--- config.mk ---
export PLATFORM = sky130hd
export DESIGN_NAME = lamp_mode_ctrl_flat
export DESIGN_NICKNAME = d
export VERILOG_FILES = /design/src/rtl/lighting_pkg.sv /design/src/rtl/lamp_mode_ctrl_if.sv /design/src/rtl/presence_debounce.sv /design/src/rtl/lamp_mode_ctrl.sv /design/src/flat_wrapper.sv
export SDC_FILE = /design/constraint.sdc
export NUM_CORES = 1
export LEC_CHECK = 0
export CAP_MARGIN = 20
export CORE_MARGIN = 5
export CORE_UTILIZATION = 40
export DETAILED_ROUTE_END_ITERATION = 16
export HOLD_SLACK_MARGIN = 0.03
export PLACE_DENSITY = 0.62
export SYNTH_ARGS = -nofsm -noshare
export SYNTH_HDL_FRONTEND = slang
export SYNTH_SLANG_ARGS = --single-unit
--- constraint.sdc ---
create_clock -name clk -period 5.05 [get_ports clk]
set_input_delay 0.505 -clock clk [delete_from_list [all_inputs] [get_ports clk]]
set_output_delay 0.505 -clock clk [all_outputs]
set_load 0.01 [all_outputs]
--- src/rtl/lighting_pkg.sv ---
// Shared types and defaults for the lamp mode controller and its presence debouncer.
package lighting_pkg;

    typedef enum logic [1:0] {
        AUTO_OFF   = 2'd0,
        AUTO_ON    = 2'd1,
        MANUAL_OFF = 2'd2,
        MANUAL_ON  = 2'd3
    } lamp_state_t;

    localparam int unsigned AUTO_OFF_T_DEF  = 30000;
    localparam int unsigned PRESENCE_DB_DEF = 300;
    localparam int unsigned CNT_W_DEF       = 16;

    // Lamp output level for a given state.
    function automatic logic state_lamp(input lamp_state_t s);
        return (s == AUTO_ON) || (s == MANUAL_ON);
    endfunction

    // Auto-mode flag for a given state.
    function automatic logic state_auto(input lamp_state_t s);
        return (s == AUTO_OFF) || (s == AUTO_ON);
    endfunction

endpackage

--- src/rtl/lamp_mode_ctrl_if.sv ---
// Button-event / presence / lamp-status bundle between the producers and the lamp controller.
interface lamp_mode_ctrl_if;

    logic a_evt;
    logic b_evt;
    logic presence;
    logic lamp;
    logic auto_mode;
    logic timer_active;

    modport master (
        output a_evt,
        output b_evt,
        output presence,
        input  lamp,
        input  auto_mode,
        input  timer_active
    );

    modport slave (
        input  a_evt,
        input  b_evt,
        input  presence,
        output lamp,
        output auto_mode,
        output timer_active
    );

endinterface

--- src/rtl/presence_debounce.sv ---
// Two-flop synchronizer followed by a stability debouncer for the raw presence sensor.
module presence_debounce
    import lighting_pkg::*;
#(
    parameter int unsigned PRESENCE_DB = PRESENCE_DB_DEF,
    parameter int unsigned CNT_W       = CNT_W_DEF
) (
    input  logic clk,
    input  logic rst,
    input  logic presence,
    output logic pres_db
);

    localparam logic [CNT_W-1:0] CNT_LAST = CNT_W'(PRESENCE_DB - 1);

    logic             r_sync1;
    logic             r_sync2;
    logic             r_pres_db;
    logic [CNT_W-1:0] r_cnt;

    // Counter tracks how long the synchronized level has disagreed with pres_db.
    always_ff @(posedge clk or negedge rst) begin
        if (!rst) begin
            r_sync1   <= 1'b0;
            r_sync2   <= 1'b0;
            r_pres_db <= 1'b0;
            r_cnt     <= '0;
        end else begin
            r_sync1 <= presence;
            r_sync2 <= r_sync1;
            if (r_sync2 == r_pres_db) begin
                r_cnt <= '0;
            end else if (r_cnt >= CNT_LAST) begin
                r_pres_db <= r_sync2;
                r_cnt     <= '0;
            end else begin
                r_cnt <= r_cnt + CNT_W'(1);
            end
        end
    end

    assign pres_db = r_pres_db;

endmodule

--- src/rtl/lamp_mode_ctrl.sv ---
// Lamp mode FSM: manual toggle via B, auto presence/timeout control, A switches modes.
module lamp_mode_ctrl
    import lighting_pkg::*;
#(
    parameter int unsigned AUTO_OFF_T  = AUTO_OFF_T_DEF,
    parameter int unsigned PRESENCE_DB = PRESENCE_DB_DEF,
    parameter int unsigned CNT_W       = CNT_W_DEF
) (
    input  logic           clk,
    input  logic           rst,
    lamp_mode_ctrl_if.slave bus
);

    localparam logic [CNT_W-1:0] TIMER_LOAD = CNT_W'(AUTO_OFF_T);
    localparam logic [CNT_W-1:0] TIMER_ONE  = CNT_W'(1);

    lamp_state_t      r_state;
    logic [CNT_W-1:0] r_timer;
    logic             r_lamp;
    logic             r_auto;
    logic             r_timer_active;
    logic             w_pres_db;

    presence_debounce #(
        .PRESENCE_DB (PRESENCE_DB),
        .CNT_W       (CNT_W)
    ) u_presence_debounce (
        .clk      (clk),
        .rst      (rst),
        .presence (bus.presence),
        .pres_db  (w_pres_db)
    );

    // Outputs are recomputed from the target state on every transition; a_evt beats b_evt.
    always_ff @(posedge clk or negedge rst) begin
        if (!rst) begin
            r_state        <= AUTO_OFF;
            r_timer        <= '0;
            r_lamp         <= 1'b0;
            r_auto         <= 1'b1;
            r_timer_active <= 1'b0;
        end else begin
            r_timer_active <= 1'b0;
            r_lamp         <= state_lamp(r_state);
            r_auto         <= state_auto(r_state);
            case (r_state)
                AUTO_OFF: begin
                    r_timer <= '0;
                    if (bus.a_evt) begin
                        r_state <= MANUAL_OFF;
                        r_lamp  <= state_lamp(MANUAL_OFF);
                        r_auto  <= state_auto(MANUAL_OFF);
                    end else if (w_pres_db) begin
                        r_state <= AUTO_ON;
                        r_timer <= TIMER_LOAD;
                        r_lamp  <= state_lamp(AUTO_ON);
                        r_auto  <= state_auto(AUTO_ON);
                    end
                end
                AUTO_ON: begin
                    if (bus.a_evt) begin
                        r_state <= MANUAL_ON;
                        r_timer <= '0;
                        r_lamp  <= state_lamp(MANUAL_ON);
                        r_auto  <= state_auto(MANUAL_ON);
                    end else if (w_pres_db) begin
                        r_timer <= TIMER_LOAD;
                    end else if (r_timer <= TIMER_ONE) begin
                        // A zero timer here is unreachable; treat it as expired rather than wrap.
                        r_state <= AUTO_OFF;
                        r_timer <= '0;
                        r_lamp  <= state_lamp(AUTO_OFF);
                        r_auto  <= state_auto(AUTO_OFF);
                    end else begin
                        r_timer        <= r_timer - TIMER_ONE;
                        r_timer_active <= 1'b1;
                    end
                end
                MANUAL_OFF: begin
                    r_timer <= '0;
                    if (bus.a_evt) begin
                        r_state <= AUTO_OFF;
                        r_lamp  <= state_lamp(AUTO_OFF);
                        r_auto  <= state_auto(AUTO_OFF);
                    end else if (bus.b_evt) begin
                        r_state <= MANUAL_ON;
                        r_lamp  <= state_lamp(MANUAL_ON);
                        r_auto  <= state_auto(MANUAL_ON);
                    end
                end
                MANUAL_ON: begin
                    r_timer <= '0;
                    if (bus.a_evt) begin
                        r_state <= AUTO_OFF;
                        r_lamp  <= state_lamp(AUTO_OFF);
                        r_auto  <= state_auto(AUTO_OFF);
                    end else if (bus.b_evt) begin
                        r_state <= MANUAL_OFF;
                        r_lamp  <= state_lamp(MANUAL_OFF);
                        r_auto  <= state_auto(MANUAL_OFF);
                    end
                end
                default: begin
                    r_state <= AUTO_OFF;
                    r_timer <= '0;
                    r_lamp  <= state_lamp(AUTO_OFF);
                    r_auto  <= state_auto(AUTO_OFF);
                end
            endcase
        end
    end

    assign bus.lamp         = r_lamp;
    assign bus.auto_mode    = r_auto;
    assign bus.timer_active = r_timer_active;

endmodule

--- src/flat_wrapper.sv ---
// flat-port wrapper written by rule: the top's interface ports become plain ports
module lamp_mode_ctrl_flat import lighting_pkg::*;
#(
    parameter int unsigned AUTO_OFF_T  = AUTO_OFF_T_DEF,
    parameter int unsigned PRESENCE_DB = PRESENCE_DB_DEF,
    parameter int unsigned CNT_W       = CNT_W_DEF
)
  (clk, rst, bus_a_evt, bus_b_evt, bus_presence, bus_lamp, bus_auto_mode, bus_timer_active);
  lamp_mode_ctrl_if bus_i ();
  input  logic clk;
  input  logic rst;
  input wire logic [$bits(bus_i.a_evt)-1:0] bus_a_evt;
  input wire logic [$bits(bus_i.b_evt)-1:0] bus_b_evt;
  input wire logic [$bits(bus_i.presence)-1:0] bus_presence;
  output wire logic [$bits(bus_i.lamp)-1:0] bus_lamp;
  output wire logic [$bits(bus_i.auto_mode)-1:0] bus_auto_mode;
  output wire logic [$bits(bus_i.timer_active)-1:0] bus_timer_active;
  assign bus_i.a_evt = bus_a_evt;
  assign bus_i.b_evt = bus_b_evt;
  assign bus_i.presence = bus_presence;
  assign bus_lamp = bus_i.lamp;
  assign bus_auto_mode = bus_i.auto_mode;
  assign bus_timer_active = bus_i.timer_active;
  lamp_mode_ctrl #(.AUTO_OFF_T(AUTO_OFF_T), .PRESENCE_DB(PRESENCE_DB), .CNT_W(CNT_W)) u_core (.clk(clk), .rst(rst), .bus(bus_i));
endmodule
# After elaboration in Yosys (flattened, before gate mapping)
# Index checks and enable logic that the tools add are counted.
# classes
order_cmp,2
n_reduce_logical,6
eq_ne,9
addsub,2
muxes,40
bitwise,1
# op_table
op,n
2-to-1 mux 16 bit,6
case mux 16 bit (3 select lines),1
2-to-1 mux 1 bit,20
2-to-1 mux 2 bit,9
"adder 16 x 1 -> 16 bit, second input constant",1
"greater-or-equal comparator 16 x 9 -> 1 bit, second input constant",1
"<= comparator 16 x 1 -> 1 bit, second input constant",1
"subtractor 16 x 1 -> 16 bit, second input constant",1
2-to-1 mux 15 bit,1
"!= test 3 bit, second input constant",5
case mux 2 bit (4 select lines),1
AND reduction 5 bit,1
"== test 2 bit, second input constant",2
case mux 1 bit (4 select lines),1
case mux 1 bit (3 select lines),1
"== test 2 x 1 -> 1 bit, second input constant",1
zero test 2 bit,1
logical OR 1 bit,2
AND reduction 2 bit,1
OR reduction 2 bit,1
== test 1 bit,1
NOT 1 bit,1
# totals
regBits,40
output_inout_bits,3
inputBits,5
elab_cells,69

# Logic depth before layout (Yosys ltp)
# Gate-level depths: netlist of the first run.
# logic_depth
depth_word,6
ltp_mapped,6
mapped_depth_nobuf,6

# Cells and area by module
# From an unflattened synthesis of the first run, not the netlist that was laid out.
# unflattened
cells_unflattened,156
area_unflattened_um2,1795.5
# by_module_without_submodules
mod,cells_per_inst,seq_area_each_um2,instances,area_per_inst_um2
lamp_mode_ctrl,99,526.8,1,1057.3
presence_debounce,57,475.5,1,738.2

# Worst setup path after synthesis of the first run
# Ideal clock, no wire load.
# synth_path
kind,reg2reg
startpoint,reg u_core.r_timer[0]
endpoint,reg u_core.r_timer[6]
path_stages_with_launch,7
t_arrival_ns,1.527
n_path_buf,0
setup_time_ns,0.133
required_ns,4.917
slack_ns,3.390
synth_period_minus_slack_ns,1.660
cell_sequence,dfrtp_1 > inv_1 > ha_1 > or3b_2 > nor3_1 > xnor2_1 > nor2_1
# synth_via
elab_chain_len,5
elab_cells_between_ends,6
classes_between,1 x add/sub; 1 x order compare; 4 x mux
# synth_lines
item,line_no,text
"start, declared",lamp_mode_ctrl.sv:18,logic [CNT_W-1:0] r_timer;
"start signal, assigned",lamp_mode_ctrl.sv:75,r_timer <= r_timer - TIMER_ONE;
subtractor 16 x 1 -> 16 bit or <= comparator 16 x 1 -> 1 bit (tied branches),"lamp_mode_ctrl.sv:75, lamp_mode_ctrl.sv:68",
2-to-1 mux 16 bit (*),lamp_mode_ctrl.sv:68,end else if (r_timer <= TIMER_ONE) begin
2-to-1 mux 16 bit (*),lamp_mode_ctrl.sv:66,end else if (w_pres_db) begin
2-to-1 mux 16 bit (*),lamp_mode_ctrl.sv:61,if (bus.a_evt) begin
case mux 16 bit (3 select lines) (*),lamp_mode_ctrl.sv:46,case (r_state)
# Mark *: on every way between the ends. The rest lies on a longest branch, timed or not.
# A chain may end at the register's enable or synchronous reset.

# Worst setup path after layout of the first run
# layout_path
startpoint,reg u_core.r_timer[7]
endpoint,reg u_core.r_timer[13]
# Same word-level chain as after synthesis.

==> key figures, run 1 <==
Run status
  – Status: finished clean

Place
  – Post-place setup slack: 2.92 ns
  – Input/output buffers: 7
  – HPWL Detailed: 2200 um
  – Dpl cell area: 1990 um2
  – Gpl congestion: 0.730

Yosys
  – Number of synthesized flops with an enable pin: 0
  – Ys flop type: dfrtp_1
  – Register area share after synthesis: 54.6%
  – Library cells used by synthesis: 39
  – Ys async rst share: 100%
  – Syn Inst Count: 165
  – Post-synthesis mux area share: 1.09%
  – FF+latch count, synth: 40
  – Top cells by area, synth: dfrtp_1, xor2_1, nor3_1, o21ai_0, nor2_1
  – Yosys top cell by area: dfrtp_1
  – Average size of a mapped cell: 11.1 um2
  – Largest family of logic cells by synthesized area: simple AND/OR/NAND/NOR gates
  – Synth Area in Compound Gates: 8.92%
  – Post-Synth Adder-Cell Area: 2.72%
  – Post-synthesis simple-gate area fraction: 22.6%
  – Mapped Area: 1840 um2
  – Top-area cell type share of the netlist area: 53.1%
  – Warnings from Yosys: 0
  – Post-synthesis xor/xnor area fraction: 9.06%

Global routing
  – First-pass GRT wire length: 5200 um
  – Largest net degree at the start of global routing: 41
  – Vias in the first global route: 1,176
  – Initial antenna violation count: 0
  – Gr usage total: 11.0%
  – GRT Residual Overflow: 0

STA
  – Clock Skew: 0.00609 ns
  – Fin worst setup slack: 3.15 ns
  – Max Fclk: 526 MHz
  – Final hold vios: 0
  – Total negative slack: 0 ns
  – Slew HR: 43.8%
  – Final period util: 37.6%
  – Final count of negative-setup-slack endpoints: 0
  – Worst hold margin: 0.318 ns
  – Period minus WS final: 1.90 ns
  – Unrepaired setup endpoints after global routing: false
  – Slew at the pin closest to its max-slew limit: 0.843 ns
  – Fin. max-slew vios: 0

Min path
  – Hold/Removal Path Class: input pin to asynchronous set/reset pin

Flow run
  – Max-Cap Viols: 0

CTS
  – Post-CTS sizing: 0
  – CTS tree: yes
  – Setup bufs post-CTS: 0
  – Hold-fix buffers at CTS: 0
  – H-Tree Depth: 2
  – CTS max path bufs: 2
  – Clock transition at the registers of the reported paths: 0.08 ns
  – Root buf cell: clkbuf_8
  – Clock sink count: 40
  – Worst skew pair latency: 0.29 ns
  – Total CTS buffers: 5

Detailed routing
  – Wire length per cell: 13.2 um
  – Vias/cell: 5.32
  – DRC: 0
  – Drt pass-1 iters: 4
  – Post-route ant nets: 0
  – Via count: 1,262
  – Routed WL: 3130 um
  – DR iter-0 viols: 51

Layout
  – Most frequent cells in the layout: dfrtp_1, nor2_1, xor2_1
  – ANT cells: 0
  – Top flop regs: u_core.r_timer (16), u_core.u_presence_debounce.r_cnt (16), u_core.r_state (2)
  – Area Growth Syn to Fin: 15.0%
  – Fraction of layout cells with a size suffix above 1: 10.8%
  – Post-route cell area: 2110 um2
  – Commonest non-fill, non-tap cell in the layout: dfrtp_1
  – Nets: 193

Setup path
  – CP startpoint kind: flip-flop
  – CP max-delay cell: nor4_4
  – Max Fanout on Critical Path: 8
  – Reg2Reg Depth: 4
  – Req. time, crit path: 5.21 ns
  – R2R setup slack: 3.15 ns
  – Slowest cell delay on critical path: 0.51 ns
  – WP data arrival: 2.06 ns
  – Setup crit end kind: flip-flop
  – Cell breakdown of the critical path: nor4_4 > nand3_1 > o21ai_1 > o21ai_0
  – Critical path class: flip-flop to flip-flop

Die
  – Die H: 77.8 um
  – Total core area: 4410 um2
  – Initial Utilization: 41.6%
  – IO Count: 8
  – Die Footprint: 6050 um2
  – # rows: 24
  – Die Wd: 77.8 um

Power and ir drop
  – P_leak: 0.930 nW
  – Power density cells: 504 nW/um2
  – Max IR drop VDD: 0.200 mV
-- synthesized netlist by cell type, types with 2 or more instances --
cell type,number
a21oi_1,2
dfrtp_1,39
ha_1,4
inv_1,3
mux2i_1,2
nand2_1,5
nand2b_1,3
nand3_1,7
nand4_1,6
nor2_1,14
nor2b_1,3
nor3_1,13
nor3b_1,2
nor4_4,2
o21a_1,2
o21ai_0,12
o22ai_1,3
o31ai_1,2
or3b_2,2
or4_1,3
xnor2_1,5
xor2_1,14
-- stage by stage --
step / util [%] / instances / power (W)
global route: 47.8 / 237 / 0.00114
CTS: 47.8 / 237 / 0.00108
global placement: 45.0 / 229 / 0.000784
finish: 47.8 / 237 / 0.00106
floorplan: - / 171 / 0.000706
detailed placement: 45.0 / 229 / 0.000793
-- critical path: cells and delay by family, from the launching register on --
family | cells | cell delay [ns]
flip-flops | 1 | 0.41
AO/OA/AOI/OAI | 2 | 0.59
AND/OR/NAND/NOR | 2 | 0.76
-- layout make-up --
type                            instances  area, um2
Inverter                                3       11.3
Sequential cell                        40       1000
Fill cell                             411       2300
Multi-Input combinational cell        127        842
Clock inverter                          1       30.0
Clock buffer                            7       96.3
Tap cell                               52       65.1
Timing Repair Buffer                    7       65.1
-- per-layer routing --
layer	vias to the layer above	share of wire, %	wire, um	GRT usage, %
met4	0	1.8	57	4.64
met5	-	0	0	0
met2	20	47	1480	16.8
li1	624	-	-	-
met1	614	46	1450	14.0
met3	4	4.6	143	3.94
-- final timing paths --
kind,start,endpoint
setup / recovery,u_core.r_timer[7],u_core.r_timer[13]
hold / removal,rst,u_core.r_state[1]
setup reg to reg,u_core.r_timer[7],u_core.r_timer[13]
hold reg to reg,u_core.u_presence_debounce.r_sync1,u_core.u_presence_debounce.r_sync2
max in group asynchronous,rst,u_core.u_presence_debounce.r_cnt[15]
min in group clk,u_core.u_presence_debounce.r_sync1,u_core.u_presence_debounce.r_sync2
-- cells by family (layout without fill, tap and decap cells) --
logic type	Yosys count	in the layout
XOR/XNOR	19	19
other	1	7
multiplexers	2	2
AND/OR/NAND/NOR	68	68
AO/OA/AOI/OAI	27	27
adder cells (fa/ha/maj)	4	4
flip-flops	40	40
buffers and inverters	4	18
-- where the power goes --
part	total, W	switching, W	internal, W	leakage (nW)
registers	0.000438	0.0000646	0.000373	0.520
clock network	0.000277	0.000103	0.000174	0.0645
logic	0.000349	0.000185	0.000164	0.346
total	0.00106	0.000353	0.000711	0.930
Power figures use the tool's default switching activity.
==> run 2, diff against run 1 <==
Settings changed: PLACE_DENSITY 0.62 to 0.64.
Clock period 5.05 ns to 1.5 ns, I/O delays scaled along.
==> run 2 against run 1 <==
Effect of this change:
- the run now ends with setup timing left
- final area increased by 33%
- maximum frequency increased by 17%
- critical path depth increased by 1
- wire length increased by 54%
- count of clock-buffer cells in the layout decreased by 1
- die area unchanged
- sequential cell count unchanged
- critical endpoint is now u_core.u_presence_debounce.pres_db
==> key figures, run 2 (synthesis results as in run 1) <==
Power and ir drop
  – Power density cells: 1820 nW/um2 (was 504 nW/um2)
  – P_leak: 1.25 nW (was 0.930 nW)
  – Max IR drop VDD: 0.669 mV (was 0.200 mV)
  – Power, Total: 0.00512 W (was 0.00106 W)

Detailed routing
  – Drt pass-1 iters: 4 (unchanged)
  – Via count: 1,557 (was 1,262)
  – Routed WL: 4820 um (was 3130 um)
  – Wire length per cell: 16.8 um (was 13.2 um)
  – Post-route ant nets: 0 (unchanged)
  – DRC: 0 (unchanged)
  – DR iter-0 viols: 132 (was 51)
  – Vias/cell: 5.44 (was 5.32)

STA
  – Final hold vios: 0 (unchanged)
  – Final period util: 108% (was 37.6%)
  – Slew HR: 66.2% (was 43.8%)
  – Fin. max-slew vios: 0 (unchanged)
  – Clock Skew: 0.0130 ns (was 0.00609 ns)
  – Final count of negative-setup-slack endpoints: 27 (was 0)
  – Total negative slack: -1.31 ns (was 0 ns)
  – Fin worst setup slack: -0.124 ns (was 3.15 ns)
  – Unrepaired setup endpoints after global routing: true (was false)
  – Max Fclk: 616 MHz (was 526 MHz)
  – Period minus WS final: 1.62 ns (was 1.90 ns)
  – Slew at the pin closest to its max-slew limit: 0.507 ns (was 0.843 ns)

CTS
  – H-Tree Depth: 2 (unchanged)
  – Worst skew pair latency: 0.30 ns (was 0.29 ns)
  – Clock sink count: 40 (unchanged)
  – Clock transition at the registers of the reported paths: 0.08 ns (about the same)
  – Root buf cell: clkbuf_8 (unchanged)
  – CTS tree: yes (unchanged)
  – Total CTS buffers: 5 (unchanged)
  – CTS max path bufs: 2 (unchanged)

Setup path
  – CP startpoint kind: flip-flop (unchanged)
  – Slowest cell delay on critical path: 0.55 ns (was 0.51 ns)
  – WP data arrival: 1.80 ns (was 2.06 ns)
  – Setup crit end kind: flip-flop (unchanged)
  – CP delay by family, top: simple AND/OR/NAND/NOR gates (unchanged)
  – Max Fanout on Critical Path: 4 (was 8)
  – CP Buf/Inv Count: 1 (was 0)
  – CP max-delay cell: or4_4 (was nor4_4)
  – Cell breakdown of the critical path: or4_4 > nor4_4 > buf_6 > mux2i_1 > nand3_1 (was nor4_4 > nand3_1 > o21ai_1 > o21ai_0)
  – Req. time, crit path: 1.68 ns (was 5.21 ns)
  – Critical path class: flip-flop to flip-flop (unchanged)

Layout
  – Fillers: 356 (was 411)
  – Top flop regs: u_core.r_timer (16), u_core.u_presence_debounce.r_cnt (16), u_core.r_state (2) (unchanged)
  – Most frequent cells in the layout: dfrtp_1, buf_4, buf_6 (was dfrtp_1, nor2_1, xor2_1)
  – Non-filler cells, final: 286 (was 237)
  – Nets: 242 (was 193)
  – Fraction of layout cells with a size suffix above 1: 46.6% (was 10.8%)
  – ANT cells: 0 (unchanged)
  – Area Growth Syn to Fin: 53.3% (was 15.0%)
  – Commonest non-fill, non-tap cell in the layout: dfrtp_1 (unchanged)

Place
  – Post-placement cell count: 262 (was 229)
  – Post-place setup slack: -0.199 ns (was 2.92 ns)
  – Gpl congestion: 0.820 (was 0.730)
  – HPWL Detailed: 2790 um (was 2200 um)
  – Input/output buffers: 7 (unchanged)

Min path
  – Hold/Removal Path Class: input pin to flip-flop (was input pin to asynchronous set/reset pin)

Global routing
  – Largest net degree at the start of global routing: 41 (unchanged)
  – Gr usage total: 16.1% (was 11.0%)
  – Vias in the first global route: 1,619 (was 1,176)
  – First-pass GRT wire length: 7800 um (was 5200 um)
  – Initial antenna violation count: 0 (unchanged)
  – GRT Residual Overflow: 0 (unchanged)

Die
  – Die H: 77.8 um (unchanged)
  – Initial Utilization: 41.6% (unchanged)
  – Total core area: 4410 um2 (unchanged)
  – # rows: 24 (unchanged)
  – Die Footprint: 6050 um2 (unchanged)
  – Die Wd: 77.8 um (unchanged)
  – IO Count: 8 (unchanged)

Run status
  – Status: complete, but fails checks (was finished clean)
  – Violated checks: setup timing

Flow run
  – Max-Cap Viols: 0 (unchanged)
[run 2: changes by cell type in the layout (fill, tap and decap cells not counted), moves of 4 or more]
cell,delta
buf_4,+33
buf_6,+14
nor2_1,-7
nor2_2,+4
nor3_1,-11
nor3_2,+7
nor3_4,+4
o21ai_0,-9
o21ai_1,+5
[run 2: report_power, final]
| part | switching, W | internal (W) |
|---|---|---|
| Sequential | 0.000144 | 0.00126 |
| Combinational | 0.00135 | 0.00150 |
| Clock | 0.000373 | 0.000494 |
[run 2: final cells by class]
type | instances | area (um2) | area share, %
Multi-Input combinational cell | 128 | 1150 | 40.8
Clock inverter | 2 | 35.0 | 1.24
Clock buffer | 6 | 72.6 | 2.58
Sequential cell | 40 | 1000 | 35.6
Tap cell | 52 | 65.1 | 2.31
Inverter | 3 | 11.3 | 0.400
Timing Repair Buffer | 55 | 479 | 17.0
[run 2: worst paths after layout]
kind | end | from | cells past startpoint | slack (ns)
min in group asynchronous | u_core.r_timer[15] | rst | 3 | 0.42
min reg2reg | u_core.u_presence_debounce.r_sync2 | u_core.u_presence_debounce.r_sync1 | 0 | 0.36
max | u_core.u_presence_debounce.pres_db | u_core.u_presence_debounce.r_cnt[15] | 5 | -0.12
max reg2reg | u_core.u_presence_debounce.pres_db | u_core.u_presence_debounce.r_cnt[15] | 5 | -0.12
max in group asynchronous | u_core.u_presence_debounce.r_cnt[14] | rst | 3 | 0.70
min | u_core.u_presence_debounce.r_sync1 | bus_presence | 1 | 0.29
[run 2: per-layer routing]
| metal | up-vias | GRT usage (%) | part of all wire (%) |
|---|---|---|---|
| met1 | 779 | 18.4 | 38 |
| met3 | 14 | 3.94 | 3.8 |
| met2 | 41 | 28.5 | 55 |
| li1 | 723 | - | - |
| met5 | - | 0 | 0 |
| met4 | 0 | 6.53 | 2.4 |
[run 2: through the flow]
step | hold WS (ns) | cell area, um2 | util (%)
after global routing | 0.284 | 2820 | 63.8
final | 0.295 | 2820 | 63.8
after floorplan | -0.146 | 1870 | -
after CTS | 0.289 | 2600 | 58.9
after detailed placement | 0.240 | 2250 | 50.9
after global placement | 0.227 | 2250 | 50.9
[run 2: timing repair]
action | in CTS | in global routing
pin swaps | 20 | 26
gates cloned | 1 | 0
setup buffers | 9 | 6
hold buffers | 1 | 0
endpoints found under the setup margin | 31 | 30
gates resized for setup | 44 | 37
endpoints found under the hold margin | 39 | 0
[run 2: worst reg2reg max path, cell delays in order (launching register included)]
cell	delay, ns
dfrtp_1	0.38
or4_4	0.55
nor4_4	0.16
buf_6	0.16
mux2i_1	0.18
nand3_1	0.08
